### src/rtl/cnn_image_sequencer.sv
// Runs N-image classification passes on the CNN core: core reset, pixel stream, wait, score.
// Optional WAIT watchdog enabled by defining SEQ_TIMEOUT_EN.
module cnn_image_sequencer #(
  parameter int PIX_PER_IMG = 784,
  parameter int MAX_IMG     = 1000,
  parameter int ADDR_W      = 20,
  parameter int CNT_W       = 10,
  parameter int RST_CYC     = 2,
  parameter int TIMEOUT     = 4096
) (
  input  logic              clk,
  input  logic              rst,
  input  logic              start,
  input  logic [CNT_W-1:0]  num_img,
  output logic              busy,
  output logic              done,
  output logic              pix_rd,
  output logic [ADDR_W-1:0] pix_addr,
  input  logic [7:0]        pix_data,
  output logic [CNT_W-1:0]  lbl_addr,
  input  logic [3:0]        lbl_data,
  output logic              cnn_rst_n,
  output logic [7:0]        cnn_data,
  input  logic              valid_out,
  input  logic [3:0]        decision,
  output logic              res_valid,
  output logic              res_hit,
  output logic [CNT_W-1:0]  res_idx,
  output logic [CNT_W-1:0]  hit_cnt,
  output logic [CNT_W-1:0]  img_cnt,
  output logic              timeout_err
);

  localparam int CYC_W = $clog2(TIMEOUT + PIX_PER_IMG + RST_CYC + 2);

  typedef enum logic [2:0] {
    S_IDLE, S_CNN_RST, S_STREAM, S_DRAIN, S_WAIT, S_SCORE, S_DONE
  } state_t;

  state_t state, state_nx;

  logic [CYC_W-1:0]  cyc_q;
  logic [CNT_W-1:0]  n_q, idx_q, hit_q, img_q;
  logic [ADDR_W-1:0] base_q;
  logic [3:0]        lbl_q, dec_q;
  logic              to_q, rd_d1, cnn_rst_q;
  logic [7:0]        cnn_q;

  logic              start_ok, last_img, hit_w, wait_expire;
  logic [CNT_W-1:0]  n_clamp;
  logic [CNT_W:0]    idx_inc;

  assign start_ok = start && (state == S_IDLE || state == S_DONE);
  assign n_clamp  = (num_img > CNT_W'(MAX_IMG)) ? CNT_W'(MAX_IMG) : num_img;
  assign idx_inc  = {1'b0, idx_q} + (CNT_W+1)'(1);
  assign last_img = (idx_inc == {1'b0, n_q});
  assign hit_w    = !to_q && (dec_q == lbl_q);

`ifdef SEQ_TIMEOUT_EN
  assign wait_expire = (state == S_WAIT) && !valid_out && (cyc_q == CYC_W'(TIMEOUT - 1));

  always_ff @(posedge clk) begin
    if (rst)              timeout_err <= 1'b0;
    else if (start_ok)    timeout_err <= 1'b0;
    else if (wait_expire) timeout_err <= 1'b1;
  end
`else
  assign wait_expire = 1'b0;
  assign timeout_err = 1'b0;
`endif

  always_comb begin
    state_nx = state;
    case (state)
      S_IDLE, S_DONE: if (start) state_nx = (n_clamp == '0) ? S_DONE : S_CNN_RST;
      S_CNN_RST:      if (cyc_q == CYC_W'(RST_CYC - 1)) state_nx = S_STREAM;
      S_STREAM:       if (cyc_q == CYC_W'(PIX_PER_IMG - 1)) state_nx = S_DRAIN;
      // two cycles let the last pixel traverse the memory and output registers
      S_DRAIN:        if (cyc_q == CYC_W'(1)) state_nx = S_WAIT;
      S_WAIT:         if (valid_out || wait_expire) state_nx = S_SCORE;
      S_SCORE:        state_nx = last_img ? S_DONE : S_CNN_RST;
      default:        state_nx = S_IDLE;
    endcase
  end

  always_ff @(posedge clk) begin
    if (rst) begin
      state     <= S_IDLE;
      cyc_q     <= '0;
      n_q       <= '0;
      idx_q     <= '0;
      hit_q     <= '0;
      img_q     <= '0;
      base_q    <= '0;
      lbl_q     <= '0;
      dec_q     <= '0;
      to_q      <= 1'b0;
      rd_d1     <= 1'b0;
      cnn_q     <= '0;
      cnn_rst_q <= 1'b0;
    end else begin
      state     <= state_nx;
      cyc_q     <= (state_nx != state) ? '0 : cyc_q + CYC_W'(1);
      rd_d1     <= (state == S_STREAM);
      cnn_q     <= rd_d1 ? pix_data : 8'h00;
      cnn_rst_q <= (state_nx != S_CNN_RST);

      if (start_ok) begin
        n_q    <= n_clamp;
        idx_q  <= '0;
        base_q <= '0;
        hit_q  <= '0;
        img_q  <= '0;
      end

      if (state == S_CNN_RST) to_q <= 1'b0;
      if (state == S_STREAM) lbl_q <= lbl_data;
      if (state == S_WAIT && valid_out) dec_q <= decision;
      if (wait_expire) to_q <= 1'b1;

      if (state == S_SCORE) begin
        if (img_q < CNT_W'(MAX_IMG)) img_q <= img_q + CNT_W'(1);
        if (hit_w && hit_q < CNT_W'(MAX_IMG)) hit_q <= hit_q + CNT_W'(1);
        if (!last_img) begin
          idx_q  <= idx_inc[CNT_W-1:0];
          base_q <= base_q + ADDR_W'(PIX_PER_IMG);
        end
      end
    end
  end

  assign busy      = !(state == S_IDLE || state == S_DONE);
  assign done      = (state == S_DONE);
  assign pix_rd    = (state == S_STREAM);
  assign pix_addr  = pix_rd ? base_q + ADDR_W'(cyc_q) : '0;
  assign lbl_addr  = idx_q;
  assign cnn_rst_n = cnn_rst_q;
  assign cnn_data  = cnn_q;
  assign res_valid = (state == S_SCORE);
  assign res_hit   = res_valid && hit_w;
  assign res_idx   = res_valid ? idx_q : '0;
  assign hit_cnt   = hit_q;
  assign img_cnt   = img_q;

endmodule

### config.mk
export PLATFORM = sky130hd
export DESIGN_NAME = cnn_image_sequencer
export DESIGN_NICKNAME = d
export VERILOG_FILES = /design/src/rtl/cnn_image_sequencer.sv
export SDC_FILE = /design/constraint.sdc
export NUM_CORES = 1
export LEC_CHECK = 0
export ABC_AREA = 1
export ABC_CLOCK_PERIOD_IN_PS = 5900
export CAP_MARGIN = 30
export CORE_MARGIN = 1
export CORE_UTILIZATION = 57
export CTS_CLUSTER_DIAMETER = 200
export DETAILED_ROUTE_END_ITERATION = 7
export PLACE_DENSITY = 0.95
export RECOVER_POWER = 100
export SYNTH_ARGS = -nofsm -noshare
export SYNTH_HDL_FRONTEND = slang
export SYNTH_SLANG_ARGS = --single-unit
### constraint.sdc
create_clock -name clk -period 5.9 [get_ports clk]
set_input_delay 0.885 -clock clk [delete_from_list [all_inputs] [get_ports clk]]
set_output_delay 0.885 -clock clk [all_outputs]
set_load 0.05 [all_outputs]
==> results.sh <==
export IMPL_yosys_area_top_type="dfxtp_1"
export IMPL_p_leak_nw=2.858
export IMPL_clkSlewWorstSetupHoldPaths_ps=100
export IMPL_violations="capacitance limit, slew limit"
export IMPL_grt_usage_pct=29.30
export IMPL_finalCritPeriodShare_pct=75.87
export IMPL_grt_busiest_layer="met2"
export IMPL_ys_seq_area_share_pct=34.05
export IMPL_critPathMaxFanout=21
export IMPL_gp_congestion=0.9374
export IMPL_met2_usage_pct=50.63
export IMPL_core_area_mm2=0.009328
export IMPL_hold_violations=0
export IMPL_rsz0062_at_grt="no"
export IMPL_grt_pass1_wl_mm=23.87
export IMPL_place_ws_ps=2140
export IMPL_slew_violations=35
export IMPL_rows=35
export IMPL_syn_nets=867
export IMPL_required_ps=5020
export IMPL_grt_start_max_net_pins=44
export IMPL_p_per_area_mw_per_mm2=199.2
export IMPL_syn_inst=817
export IMPL_initial_core_util_pct=59.25
export IMPL_cts_resized_gates=0
export IMPL_drt_pass1_iterations=5
export IMPL_period_needed_ps=4477
export IMPL_ys_types=41
export IMPL_worstSetupPathType="register to primary output"
export IMPL_totalNegativeSetupSlack_ps=0
export IMPL_p_total_mw=1.349
export IMPL_cts_sinks=94
export IMPL_io_buffer_count=103
export IMPL_post_cts_buffers=0
export IMPL_overflow=0
export IMPL_numCtsBuffers=9
export IMPL_drc_errors=0
export IMPL_tightest_slew_ps=1795
export IMPL_areaGrowthSynthToFinish_pct=22.53
export IMPL_synthTopCellsByArea="dfxtp_1 34%, nand2_1 10%, nor2_1 7.1%"
export IMPL_drt_total_wl_mm=14.27
export IMPL_hp_class="register to register"
export IMPL_ant_nets=0
export IMPL_holdBufCountCts=0
export IMPL_gr_usage_met3_pct=4.716
export IMPL_die_area_mm2=0.01009
export IMPL_htreeDepth=3
export IMPL_die_y_um=100.5
export IMPL_drt_wirelength_per_cell_um=13.71
export IMPL_cap_violations=2
export IMPL_relSlewSlack_pct=-19.69
export IMPL_place_hpwl_mm=10.05
export IMPL_dr_total_vias=5788
export IMPL_setup_ws_ps=1423
export IMPL_drtIter0Drc=346
export IMPL_nets=957
export IMPL_cts_tree="built"
export IMPL_synth_area_mm2=0.005527
export IMPL_antenna_found_initial=0
export IMPL_crit_arrival_ps=3590
export IMPL_vias_per_cell=5.560
export IMPL_max_freq_ghz=0.2234
export IMPL_startpoint_type="register"
export IMPL_status="finished, violations left"
export IMPL_die_x_um=100.5
export IMPL_root_buffer="clkbuf_8"
export IMPL_cp_end_kind="primary output"
export IMPL_ys_ff_latch=94
export IMPL_yosysWarnings=0
export IMPL_layout_drive_gt1_share_pct=4.276
export IMPL_synth_top_area_share_pct=34.05
export IMPL_setup_viol=0
export IMPL_clock_latency_ps=380
export IMPL_clockBufferDepth=2
export IMPL_syn_avg_cell_area_um2=6.764
export IMPL_io_pins=105
export IMPL_grtUsageMet1_pct=37.01
export IMPL_vdd_drop_max_uv=143.9
export IMPL_first_global_vias=5302
export IMPL_utilization_pct=72.60
export IMPL_skew_ps=15.14
export IMPL_diodes=0
## registers in the layout, indices dropped and copies added (netlist names)
signal and count:
n_q 10, lbl_addr 10, dec_q 4, base_q 20
state 3, img_cnt 10, lbl_q 4, cnn_rst_n 1
rd_d1 1, hit_cnt 10, cnn_data 8, cyc_q 13
## through the flow
stage / cells / hold slack, ps / cell area, µm²
finish: 1041 / 449.5 / 6771
global route: 1041 / 476.5 / 6771
CTS: 1041 / 450.3 / 6817
detailed placement: 1025 / 436.4 / 6611
global placement: 1025 / 431.1 / 6611
floorplan: 817 / 422.8 / 5527
## routing by layer
metal  share of wire [%]  wire [µm]
met4                 2.1        295
met3                 6.9        985
met5                   0          0
met2                  48       6821
met1                  43       6172
## cell families after synthesis
logic type | synth area share [%]
simple gates | 32.58
compound gates | 15.01
buf+inv | 9.350
flops | 34.05
xor+xnor | 4.279
fa+ha+maj | 4.664
other cells | 0.06785
## synthesized netlist by cell type, drive strengths merged
| library cell | instances |
|---|---|
| a32oi | 1 |
| a21o | 1 |
| nand3b | 3 |
| conb | 1 |
| o21bai | 2 |
| ha | 19 |
| a21oi | 72 |
| a22oi | 1 |
| fa | 1 |
| nor2 | 110 |
| nor3 | 44 |
| a31oi | 5 |
| nand3 | 54 |
| a221oi | 3 |
| xnor2 | 5 |
| o2111ai | 1 |
| dfxtp | 94 |
| o211ai | 2 |
| xor2 | 22 |
| a2111oi | 1 |
| a211oi | 10 |
| nand2 | 162 |
| nor4 | 4 |
| buf | 8 |
| inv | 105 |
| o21ai | 53 |
| clkbuf | 18 |
| nand4 | 10 |
| nor3b | 5 |
## worst paths after layout
| kind | to | slack (ps) | start | cells after the start |
|---|---|---|---|---|
| setup / recovery | pix_addr[17] | 1420 | state[0]$_SDFF_PP0_ | 7 |
| hold / removal | base_q[3]$_SDFFE_PP0P_ | 450 | base_q[3]$_SDFFE_PP0P_ | 2 |
| setup reg to reg | n_q[1]$_SDFFE_PP0P_ | 2200 | state[2]$_SDFF_PP0_ | 8 |
| hold reg to reg | base_q[3]$_SDFFE_PP0P_ | 450 | base_q[3]$_SDFFE_PP0P_ | 2 |
## cell type report
type                    instances  area (µm²)
clock buffers                   9       123.9
multi-input cells             592        3090
flip-flops and latches         94        1882
repair buffers                105        1039
inverters                     105       394.1
clock inverters                 7       81.33
well taps                     129       161.4
fillers                       751        2556
## layout by cell type, fill, tap and decap left out, types with 5 or more instances in the layout
cell | Yosys | routed
a211oi_1 | 10 | 10
a21oi_1 | 72 | 72
a31oi_1 | 5 | 5
clkbuf_8 | 0 | 9
clkdlybuf4s50_1 | 0 | 28
dfxtp_1 | 94 | 94
dlygate4sd3_1 | 0 | 75
ha_1 | 19 | 19
inv_1 | 103 | 104
nand2_1 | 154 | 155
nand2_2 | 6 | 5
nand3_1 | 52 | 52
nand4_1 | 10 | 10
nor2_1 | 104 | 104
nor3_1 | 30 | 37
nor3_2 | 13 | 6
nor3b_1 | 5 | 5
o21ai_0 | 52 | 53
xnor2_1 | 5 | 5
xor2_1 | 22 | 22
## worst max-delay path, stage by stage, from the launching register on
cell and delay, ps:
dfxtp_1 340, inv_1 190, nand2_1 110, nor2_1 90, clkbuf_1 730, inv_1 520, nor3_1 320, dlygate4sd3_1 900
## power by group
part	switching (mW)	leakage, nW	internal (mW)
Combinational	0.153	2.00	0.0689
Clock	0.253	0.100	0.201
Sequential	0.0186	0.760	0.655
Total	0.424	2.86	0.925
Note: power is estimated with default switching activity, not from simulation.
